<file path="src/rtl/threshold_calibrator_if.sv">
// rtl/threshold_calibrator_if.sv - tap stream bundle feeding the threshold calibrator
`timescale 1ns/1ps
interface threshold_calibrator_if #(
    parameter int AXIS_TDATA_WIDTH = 32
);
    logic                        tvalid;
    logic [AXIS_TDATA_WIDTH-1:0] tdata;
    logic                        tready;

    modport master (output tvalid, output tdata, input tready);
    modport slave  (input tvalid, input tdata, output tready);
endinterface

</file>
<file path="src/rtl/threshold_calibrator.sv">
// rtl/threshold_calibrator.sv - min/max window calibration of the fringe counter's hysteresis thresholds
// Optional feature: THRESHOLD_CAL_QUAD_CHECK_EN also requires channel B to swing by MIN_SPAN.
`timescale 1ns/1ps
module threshold_calibrator #(
    parameter int AXIS_TDATA_WIDTH = 32,
    parameter int WINDOW_LOG       = 16,
    parameter int HYST_SHIFT       = 2,
    parameter int MIN_SPAN         = 64,
    parameter int DEFAULT_LOWER    = -1024,
    parameter int DEFAULT_UPPER    = 1024
) (
    input  logic                                   aclk,
    input  logic                                   areset,
    threshold_calibrator_if.slave                  S_AXIS,
    input  logic                                   CAL_start,
    input  logic                                   CAL_abort,
    output logic                                   CAL_busy,
    output logic                                   CAL_done,
    output logic                                   CAL_error,
    output logic signed [AXIS_TDATA_WIDTH/2-1:0]   FC_lower_threshold,
    output logic signed [AXIS_TDATA_WIDTH/2-1:0]   FC_upper_threshold
);
    localparam int HALF = AXIS_TDATA_WIDTH / 2;

    localparam logic signed [HALF-1:0] CODE_MAX   = {1'b0, {(HALF-1){1'b1}}};
    localparam logic signed [HALF-1:0] CODE_MIN   = {1'b1, {(HALF-1){1'b0}}};
    localparam logic signed [HALF-1:0] RST_LOWER  = DEFAULT_LOWER[HALF-1:0];
    localparam logic signed [HALF-1:0] RST_UPPER  = DEFAULT_UPPER[HALF-1:0];
    localparam logic signed [HALF:0]   MIN_SPAN_X = MIN_SPAN[HALF:0];
    localparam logic [WINDOW_LOG-1:0]  COUNT_LAST = '1;
    localparam logic [WINDOW_LOG-1:0]  COUNT_ONE  = WINDOW_LOG'(1);

    typedef enum logic [1:0] {IDLE, ACQUIRE, COMPUTE} state_t;

    state_t                  state_q, state_d;
    logic [WINDOW_LOG-1:0]   count_q, count_d;
    logic signed [HALF-1:0]  min_a_q, min_a_d, max_a_q, max_a_d;
    logic signed [HALF-1:0]  lower_q, lower_d, upper_q, upper_d;
    logic                    done_q, done_d, error_q, error_d;

    logic signed [HALF-1:0]  sample_a;
    logic signed [HALF-1:0]  sample_b;
    logic                    window_end;
    logic signed [HALF:0]    max_a_x, min_a_x, sum_a, center, span_a, hyst;
    logic signed [HALF:0]    lower_calc, upper_calc;
    logic                    span_ok;
    logic                    calc_unused;

    assign sample_a   = S_AXIS.tdata[HALF-1:0];
    assign sample_b   = S_AXIS.tdata[2*HALF-1:HALF];
    assign window_end = S_AXIS.tvalid && (count_q == COUNT_LAST);

    // One extra bit keeps max+min and max-min exact even at full scale.
    assign max_a_x    = {max_a_q[HALF-1], max_a_q};
    assign min_a_x    = {min_a_q[HALF-1], min_a_q};
    assign sum_a      = max_a_x + min_a_x;
    assign center     = sum_a >>> 1;
    assign span_a     = max_a_x - min_a_x;
    assign hyst       = span_a >> HYST_SHIFT;
    assign lower_calc = center - hyst;
    assign upper_calc = center + hyst;

`ifdef THRESHOLD_CAL_QUAD_CHECK_EN
    logic signed [HALF-1:0] min_b_q, min_b_d, max_b_q, max_b_d;
    logic signed [HALF:0]   span_b;

    assign span_b  = {max_b_q[HALF-1], max_b_q} - {min_b_q[HALF-1], min_b_q};
    assign span_ok = (span_a >= MIN_SPAN_X) && (span_b >= MIN_SPAN_X);

    always_comb begin
        min_b_d = min_b_q;
        max_b_d = max_b_q;
        if (state_q == IDLE && CAL_start) begin
            min_b_d = CODE_MAX;
            max_b_d = CODE_MIN;
        end else if (state_q == ACQUIRE && S_AXIS.tvalid) begin
            if (sample_b < min_b_q) min_b_d = sample_b;
            if (sample_b > max_b_q) max_b_d = sample_b;
        end
    end

    always_ff @(posedge aclk or posedge areset) begin
        if (areset) begin
            min_b_q <= CODE_MAX;
            max_b_q <= CODE_MIN;
        end else begin
            min_b_q <= min_b_d;
            max_b_q <= max_b_d;
        end
    end

    assign calc_unused = ^{lower_calc[HALF], upper_calc[HALF], span_b[HALF]};
`else
    assign span_ok     = (span_a >= MIN_SPAN_X);
    assign calc_unused = ^{lower_calc[HALF], upper_calc[HALF], sample_b};
`endif

    always_ff @(posedge aclk or posedge areset) begin
        if (areset) begin
            state_q <= IDLE;
        end else begin
            state_q <= state_d;
        end
    end

    // Abort outranks window completion; start is only honoured from IDLE.
    always_comb begin
        state_d = state_q;
        case (state_q)
            IDLE:    if (CAL_start) state_d = ACQUIRE;
            ACQUIRE: begin
                if (CAL_abort)       state_d = IDLE;
                else if (window_end) state_d = COMPUTE;
            end
            COMPUTE: state_d = IDLE;
            default: state_d = IDLE;
        endcase
    end

    always_comb begin
        S_AXIS.tready      = 1'b1;
        CAL_busy           = (state_q != IDLE);
        CAL_done           = done_q;
        CAL_error          = error_q;
        FC_lower_threshold = lower_q;
        FC_upper_threshold = upper_q;
    end

    always_comb begin
        count_d = count_q;
        min_a_d = min_a_q;
        max_a_d = max_a_q;
        lower_d = lower_q;
        upper_d = upper_q;
        done_d  = 1'b0;
        error_d = error_q;
        case (state_q)
            IDLE: begin
                if (CAL_start) begin
                    count_d = '0;
                    min_a_d = CODE_MAX;
                    max_a_d = CODE_MIN;
                    error_d = 1'b0;
                end
            end
            ACQUIRE: begin
                if (S_AXIS.tvalid) begin
                    count_d = count_q + COUNT_ONE;
                    if (sample_a < min_a_q) min_a_d = sample_a;
                    if (sample_a > max_a_q) max_a_d = sample_a;
                end
            end
            COMPUTE: begin
                // Both thresholds land on the same edge so the tracker never sees a mixed pair.
                if (!CAL_abort) begin
                    if (span_ok) begin
                        lower_d = lower_calc[HALF-1:0];
                        upper_d = upper_calc[HALF-1:0];
                        done_d  = 1'b1;
                    end else begin
                        error_d = 1'b1;
                    end
                end
            end
            default: ;
        endcase
    end

    always_ff @(posedge aclk or posedge areset) begin
        if (areset) begin
            count_q <= '0;
            min_a_q <= CODE_MAX;
            max_a_q <= CODE_MIN;
            lower_q <= RST_LOWER;
            upper_q <= RST_UPPER;
            done_q  <= 1'b0;
            error_q <= 1'b0;
        end else begin
            count_q <= count_d;
            min_a_q <= min_a_d;
            max_a_q <= max_a_d;
            lower_q <= lower_d;
            upper_q <= upper_d;
            done_q  <= done_d;
            error_q <= error_d;
        end
    end
endmodule
</file>
<file path="src/flat_wrapper.sv">
// flat-port wrapper written by rule: the top's interface ports become plain ports
module threshold_calibrator_flat 
#(
    parameter int AXIS_TDATA_WIDTH = 32,
    parameter int WINDOW_LOG       = 16,
    parameter int HYST_SHIFT       = 2,
    parameter int MIN_SPAN         = 64,
    parameter int DEFAULT_LOWER    = -1024,
    parameter int DEFAULT_UPPER    = 1024
)
  (aclk, areset, CAL_start, CAL_abort, CAL_busy, CAL_done, CAL_error, FC_lower_threshold, FC_upper_threshold, S_AXIS_tvalid, S_AXIS_tdata, S_AXIS_tready);
  threshold_calibrator_if #(.AXIS_TDATA_WIDTH(AXIS_TDATA_WIDTH)) S_AXIS_i ();
  input  logic aclk;
  input  logic areset;
  input  logic CAL_start;
  input  logic CAL_abort;
  output logic CAL_busy;
  output logic CAL_done;
  output logic CAL_error;
  output logic signed [AXIS_TDATA_WIDTH/2-1:0] FC_lower_threshold;
  output logic signed [AXIS_TDATA_WIDTH/2-1:0] FC_upper_threshold;
  input wire logic [$bits(S_AXIS_i.tvalid)-1:0] S_AXIS_tvalid;
  input wire logic [$bits(S_AXIS_i.tdata)-1:0] S_AXIS_tdata;
  output wire logic [$bits(S_AXIS_i.tready)-1:0] S_AXIS_tready;
  assign S_AXIS_i.tvalid = S_AXIS_tvalid;
  assign S_AXIS_i.tdata = S_AXIS_tdata;
  assign S_AXIS_tready = S_AXIS_i.tready;
  threshold_calibrator #(.AXIS_TDATA_WIDTH(AXIS_TDATA_WIDTH), .WINDOW_LOG(WINDOW_LOG), .HYST_SHIFT(HYST_SHIFT), .MIN_SPAN(MIN_SPAN), .DEFAULT_LOWER(DEFAULT_LOWER), .DEFAULT_UPPER(DEFAULT_UPPER)) u_core (.aclk(aclk), .areset(areset), .S_AXIS(S_AXIS_i), .CAL_start(CAL_start), .CAL_abort(CAL_abort), .CAL_busy(CAL_busy), .CAL_done(CAL_done), .CAL_error(CAL_error), .FC_lower_threshold(FC_lower_threshold), .FC_upper_threshold(FC_upper_threshold));
endmodule
</file>
<file path="config.mk">
export PLATFORM = sky130hd
export DESIGN_NAME = threshold_calibrator_flat
export DESIGN_NICKNAME = d
export VERILOG_FILES = /design/src/rtl/threshold_calibrator_if.sv /design/src/rtl/threshold_calibrator.sv /design/src/flat_wrapper.sv
export SDC_FILE = /design/constraint.sdc
export NUM_CORES = 1
export LEC_CHECK = 0
export ABC_AREA = 1
export BUFFER_PORTS_ARGS = -buffer_cell sky130_fd_sc_hd__buf_2
export CAP_MARGIN = 0
export CELL_PAD_IN_SITES_DETAIL_PLACEMENT = 1
export CELL_PAD_IN_SITES_GLOBAL_PLACEMENT = 1
export CORE_UTILIZATION = 40
export CTS_CLUSTER_SIZE = 14
export DETAILED_ROUTE_END_ITERATION = 6
export GPL_TIMING_DRIVEN = 0
export PLACE_DENSITY = 0.82
export SYNTH_ARGS = -nofsm -noshare
export SYNTH_HDL_FRONTEND = slang
export SYNTH_SLANG_ARGS = --single-unit
</file>
<file path="constraint.sdc">
create_clock -name aclk -period 3.6 [get_ports aclk]
set_input_delay 0.36 -clock aclk [delete_from_list [all_inputs] [get_ports aclk]]
set_output_delay 0.36 -clock aclk [all_outputs]
set_load 0.005 [all_outputs]
</file>
==> Implementation_results.wiki, run 1 <==
{| class="wikitable"
! Metric !! Value
|-
| Seq/Total Area, Yosys || 28.7%
|-
| Flop2flop setup slack || 0.01 ns
|-
| Post-synthesis net count || 1162
|-
| Die span in x || 137 µm
|-
| Final slew viol count || 0
|-
| Critical path arrival || 3.83 ns
|-
| Port Buffers || 55
|-
| Total clock buffers created by CTS || 9
|-
| Transition time at the pin with the least slew margin || 0.539 ns
|-
| Post-Route WL || 22700 µm
|-
| Total iterations of the first detailed-routing run || 4
|-
| CTS tree || done
|-
| Mean Syn Cell Area || 7.13 µm²
|-
| Maximum capacitance violations || 0
|-
| Core Box Area || 18000 µm²
|-
| Final estimated routing congestion in global placement || 0.836
|-
| Count of different cell masters after synthesis || 41
|-
| Vias in the first global route || 7151
|-
| Layout cell share with drive strength beyond 1 || 23.6%
|-
| Data required time of the worst path || 3.84 ns
|-
| Number of inserted filler cells in the final layout || 2273
|-
| Maximum root-to-sink buffer count || 2
|-
| Total global-route track usage || 22.6%
|-
| Mean routed wirelength per cell || 16.7 µm
|-
| Number of non-filler instances in the completed layout || 1362
|-
| Final net count || 1262
|-
| Pin count of the biggest net entering global routing || 52
|-
| Antenna violations before repair || 0
|-
| Number of H-tree levels || 3
|-
| Post-route ant nets || 0
|-
| Top FF cell, synth || dfrtp_1
|-
| Yosys warnings || 0
|-
| Cells on worst reg2reg path || 23
|-
| Largest driver fanout on the critical path || 5
|-
| Period utilization || 99.7%
|-
| Average vias per placed instance || 5.22
|-
| Post-route design area || 9130 µm²
|-
| Die H || 137 µm
|-
| Post-synthesis register bit count || 83
|-
| Post-route DRC || 0
|-
| Setup repair after global routing missed its margin || true
|-
| Kind of end point of the critical path || register
|-
| Total vias in the final route || 7109
|-
| Placed standard-cell area || 7920 µm²
|-
| Classification of the worst-slack hold path || input port to async pin
|-
| Clk pin slew, worst setup/hold paths || 0.07 ns
|-
| Total setup violations reported at the end of the flow || 0
|-
| Status || finished clean
|-
| Multi-input combinational cell area || 5100 µm²
|-
| Post-synth EDFFs || 0
|-
| DPL Wire Length || 16200 µm
|-
| Congestion Overflow GR || 0
|-
| Clock latency reported for the late side of the worst-skew pair || 0.36 ns
|-
| Timing-limited maximum frequency || 279 MHz
|-
| Wire length of the first global-routing pass || 33700 µm
|-
| Starting density of the core || 40.8%
|-
| FF-to-FF End || u_core.FC_upper_threshold[14]
|-
| Number of rows in the core area || 49
|-
| Diodes inserted || 0
|-
| Final Hold Viols || 0
|-
| Die outline area || 18900 µm²
|-
| CTS Root Cell || clkbuf_16
|-
| Worst flop-to-flop path startpoint || u_core.min_a_q[0]
|-
| # clock sinks || 83
|-
| Period minus WS final || 3.59 ns
|-
| Largest clock skew in the final design || 0.00466 ns
|-
| Total area of sequential cells || 2110 µm²
|-
| Violation count after the first detailed-routing iteration || 243
|-
| Post-synthesis to final-layout area growth || 24.7%
|-
| CP Class || register to register
|-
| Number of top-level design ports || 73
|-
| Total placed cells including tap cells || 1313
|-
| CP Launch Type || register
|-
| Synthesized instance count || 1028
|-
| Asr flop ratio synth || 100%
|-
| Mapped Area || 7320 µm²
|-
| Relative slew slack || 63.9%
|}
-- layout make-up --
| cell class | count | share of cell area, % |
|---|---|---|
| plain buffers | 24 | 1.82 |
| clock buffers | 9 | 2.47 |
| clock inverters | 7 | 1.01 |
| inverters | 152 | 6.36 |
| multi-input cells | 766 | 55.9 |
| flip-flops and latches | 83 | 23.1 |
| well taps | 229 | 3.14 |
| repair buffers | 92 | 6.28 |
-- cells in the final DEF, fill, tap and decap left out, types with 30 or more instances in the layout --
master	netlist	routed
a21oi_1	69	51
xor2_1	42	30
nand2_1	278	263
nand3_1	43	36
dfrtp_1	60	59
buf_2	6	59
inv_1	150	144
ha_1	93	75
o21ai_0	61	54
nor2_1	78	69
buf_4	4	40
-- per-stage QoR --
step | TNS (ns) | worst slack [ns] | util, % | hold WS (ns)
global placement | -2.87 | -0.448 | 43.9 | 0.455
finish | 0 | 0.00982 | 50.8 | 0.0157
floorplan | 0 | 0.153 | - | 0.455
global route | -1.03 | -0.183 | 50.8 | 0.0576
CTS | -0.0216 | -0.0216 | 46.8 | 0.0311
detailed placement | -4.08 | -0.600 | 44.1 | 0.409
-- metal layers --
metal / vias to the layer above / GRT usage (%) / wire length, µm
met5: - / 0 / 0
met4: 0 / 9.95 / 665
met3: 44 / 2.06 / 488
met2: 123 / 39.8 / 11700
met1: 3457 / 27.9 / 9900
li1: 3485 / - / -
-- worst max path at each step --
stage / start / to / cells past startpoint
6_report: u_core.min_a_q[0] / u_core.FC_upper_threshold[14] / 23
5_1_grt: u_core.min_a_q[2] / u_core.FC_upper_threshold[14] / 22
4_1_cts: u_core.min_a_q[0] / u_core.FC_upper_threshold[14] / 23
3_5_place_dp: u_core.max_a_q[0] / u_core.FC_upper_threshold[11] / 17
3_3_place_gp: u_core.max_a_q[0] / u_core.FC_upper_threshold[11] / 17
2_1_floorplan: u_core.min_a_q[0] / u_core.FC_upper_threshold[14] / 24
-- sequential cells by signal, indices dropped and copies added (netlist names) --
register and count:
u_core.max_a_q 16, u_core.FC_lower_threshold 15, u_core.state_q 2, u_core.min_a_q 16
u_core.count_q 16, u_core.CAL_done 1, u_core.CAL_error 1, u_core.FC_upper_threshold 16
-- cell families after synthesis --
group,after synthesis,share of synthesized area [%]
buf+inv,179,10.1
fa+ha+maj,97,17.0
compound gates,178,13.7
flops,83,28.7
simple gates,443,24.8
xor+xnor,47,5.62
other cells,1,0.0512
-- synthesized netlist by cell type (9+ instances only) --
library cell | instances | area (µm²)
nand2_1 | 278 | 1040
nand4_1 | 11 | 68.8
nand3_1 | 43 | 215
dfstp_2 | 23 | 604
xor2_1 | 42 | 368
inv_1 | 150 | 563
clkbuf_1 | 11 | 41.3
dfrtp_1 | 60 | 1500
a21oi_1 | 69 | 345
o21ai_0 | 61 | 305
o21ai_2 | 10 | 87.6
nor3_1 | 18 | 90.1
o21ai_1 | 9 | 45.0
nor2_1 | 78 | 293
ha_1 | 93 | 1160
-- critical path: stages, from the launching register on --
cell	delay, ns
dfstp_2	0.57
ha_4	0.15
inv_2	0.04
fa_2	0.36
nand3b_1	0.18
nand2_2	0.11
nand3_2	0.08
nand2_2	0.11
nand2_2	0.06
nand2_2	0.09
nand2_2	0.08
nand2_4	0.11
xor2_4	0.19
ha_4	0.25
nor2_4	0.09
inv_2	0.06
nor3_4	0.20
nand3_2	0.10
o2111ai_2	0.13
nand2_1	0.09
nand2_1	0.10
a21oi_2	0.07
xor2_1	0.18
o21ai_2	0.08
-- repair_timing --
| action | CTS | global route |
|---|---|---|
| resized for setup | 39 | 102 |
| pin swaps | 4 | 25 |
| endpoints found under the setup margin | 15 | 14 |
| hold buffers | 0 | 0 |
| setup buffers | 5 | 31 |
Power of run 1 is left out: the tool's default activity adds up to more than one toggle a clock period on the data nets, which glitch-free logic cannot reach.
==> inputs of run 2 (changes only) <==
Settings changed: RECOVER_POWER set to 25.
==> run 2 against run 1 <==
  * Non-clock buffer count unchanged
  * Via count about the same
  * Critical path depth unchanged
  * Clock skew up 0.00072 ns
  * Die area unchanged
  * Setup slack worse by 0.00093 ns
  * Routed wire length about the same
  * Utilization down 0.14 points
  * First-iteration DRC count down 0.82%
  * Hold slack better by 0.23 ns
  * Maximum frequency about the same
==> Implementation_results.wiki, run 2 (synthesis gave the netlist of run 1 again) <==
{| class="wikitable"
! Metric !! Value
|-
| Status || finished clean
|-
| Kind of end point of the critical path || register
|-
| Period utilization || 99.8%
|-
| Tightest hold margin || 0.250 ns
|-
| # clock sinks || 83
|-
| Beginning of the worst hold path || S_AXIS_tdata[0]
|-
| Relative slew slack || 4.45%
|-
| Mean routed wirelength per cell || 16.7 µm
|-
| Number of rows in the core area || 49
|-
| Total global-route track usage || 22.6%
|-
| Classification of the worst-slack hold path || input port to register
|-
| Transition time at the pin with the least slew margin || 1.43 ns
|-
| Highest Signal Layer || met4
|-
| Period minus WS final || 3.59 ns
|-
| Post-synthesis to final-layout area growth || 24.3%
|-
| Largest driver fanout on the critical path || 5
|-
| Number of H-tree levels || 3
|-
| CTS tree || done
|-
| Vias in the first global route || 7151
|-
| Final Hold Viols || 0
|-
| Critical path arrival || 3.83 ns
|-
| Core Box Area || 18000 µm²
|-
| Total setup violations reported at the end of the flow || 0
|-
| Total vias in the final route || 7104
|-
| Data required time of the worst path || 3.84 ns
|-
| Final estimated routing congestion in global placement || 0.836
|-
| Average vias per placed instance || 5.22
|-
| Cells on worst reg2reg path || 23
|-
| FF-to-FF End || u_core.FC_upper_threshold[14]
|-
| Final total negative setup slack || 0 ns
|-
| Final slew viol count || 0
|-
| Most common library cell in the layout ignoring fill and taps || nand2_1
|-
| Timing-limited maximum frequency || 278 MHz
|-
| Die outline area || 18900 µm²
|-
| Met3 WL || 488 µm
|-
| Clock latency reported for the late side of the worst-skew pair || 0.36 ns
|-
| Cts-stage hold buffer count || 0
|-
| Clk pin slew, worst setup/hold paths || 0.07 ns
|-
| Top library cells by usage in the layout, fill and taps aside || nand2_1, inv_1, ha_1, nor2_1, dfrtp_1
|-
| Port Buffers || 55
|-
| Die H || 137 µm
|-
| Largest clock skew in the final design || 0.00538 ns
|-
| Post-route ant nets || 0
|-
| Flop2flop setup slack || 0.009 ns
|-
| DPL Wire Length || 16200 µm
|-
| CP Launch Type || register
|-
| Post-Route WL || 22700 µm
|-
| Total clock buffers created by CTS || 9
|-
| Pin count of the biggest net entering global routing || 52
|-
| CTS Root Cell || clkbuf_16
|-
| Antenna violations before repair || 0
|-
| Worst flop-to-flop path startpoint || u_core.min_a_q[0]
|-
| Starting density of the core || 40.8%
|-
| Wire length of the first global-routing pass || 33700 µm
|-
| Total placed cells including tap cells || 1313
|-
| Maximum capacitance violations || 0
|-
| Post-route met1 wirelength || 9920 µm
|-
| Final net count || 1262
|-
| Cell depth of the worst hold path || 3
|-
| Post-route DRC || 0
|-
| Diodes inserted || 0
|-
| Number of non-filler instances in the completed layout || 1362
|-
| End point of the most critical hold path || u_core.max_a_q[0]
|-
| Die span in x || 137 µm
|-
| Maximum root-to-sink buffer count || 2
|-
| Violation count after the first detailed-routing iteration || 241
|-
| Routed length on met2 || 11700 µm
|-
| Layout cell share with drive strength beyond 1 || 23.5%
|-
| CP Class || register to register
|-
| Congestion Overflow GR || 0
|-
| Number of top-level design ports || 73
|-
| Setup repair after global routing missed its margin || true
|-
| Total iterations of the first detailed-routing run || 4
|}
[run 2: cell count changes in the layout (fill, tap and decap cells not counted), sizes merged]
cell,change
buf,-2
clkbuf,+2
inv,-1
clkinvlp,+1
[run 2: area by class of cell]
cell class                      instances  area [µm²]
Buffer                                 24         166
Clock buffer                            9         225
Clock inverter                          7        92.6
Fill cell                            2274        8860
Inverter                              152         579
Multi-Input combinational cell        766        5100
Sequential cell                        83        2110
Tap cell                              229         287
Timing Repair Buffer                   92         549
[run 2: worst max-delay path, stage by stage, from the launching register on]
cell       delay [ns]
dfstp_2          0.57
ha_4             0.15
inv_2            0.04
fa_2             0.36
nand3b_1         0.18
nand2_2          0.11
nand3_2          0.08
nand2_2          0.11
nand2_2          0.06
nand2_2          0.09
nand2_2          0.08
nand2_4          0.11
xor2_4           0.19
ha_4             0.25
nor2_4           0.09
inv_2            0.06
nor3_4           0.20
nand3_2          0.10
o2111ai_2        0.13
nand2_1          0.09
nand2_1          0.10
a21oi_2          0.07
xor2_1           0.18
o21ai_2          0.08
[run 2: worst max path at each step]
stage,depth (start not counted),to,from
final,23,u_core.FC_upper_threshold[14],u_core.min_a_q[0]
after global routing,22,u_core.FC_upper_threshold[14],u_core.min_a_q[2]
after CTS,23,u_core.FC_upper_threshold[14],u_core.min_a_q[0]
after detailed placement,17,u_core.FC_upper_threshold[11],u_core.max_a_q[0]
after global placement,17,u_core.FC_upper_threshold[11],u_core.max_a_q[0]
after floorplan,24,u_core.FC_upper_threshold[14],u_core.min_a_q[0]
[run 2: through the flow]
step	worst slack [ns]	utilization, %	instance area (µm²)
2_1_floorplan	0.153	-	7320
3_3_place_gp	-0.448	43.9	7890
3_5_place_dp	-0.600	44.1	7920
4_1_cts	-0.0216	46.8	8420
5_1_grt	-0.183	50.7	9110
6_report	0.00890	50.7	9110
[run 2: routing by layer]
metal	GRT usage, %	vias up
li1	-	3485
met1	27.9	3452
met2	39.8	123
met3	2.06	44
met4	9.95	0
met5	0	-
[run 2: repair_timing]
item | in CTS | in global routing
buffers inserted | 5 | 31
pin swaps | 4 | 25
gates resized for setup | 39 | 102
endpoints found under the setup margin | 15 | 14
endpoints found under the hold margin | 0 | 0
Power of run 2 is left out for the same reason.
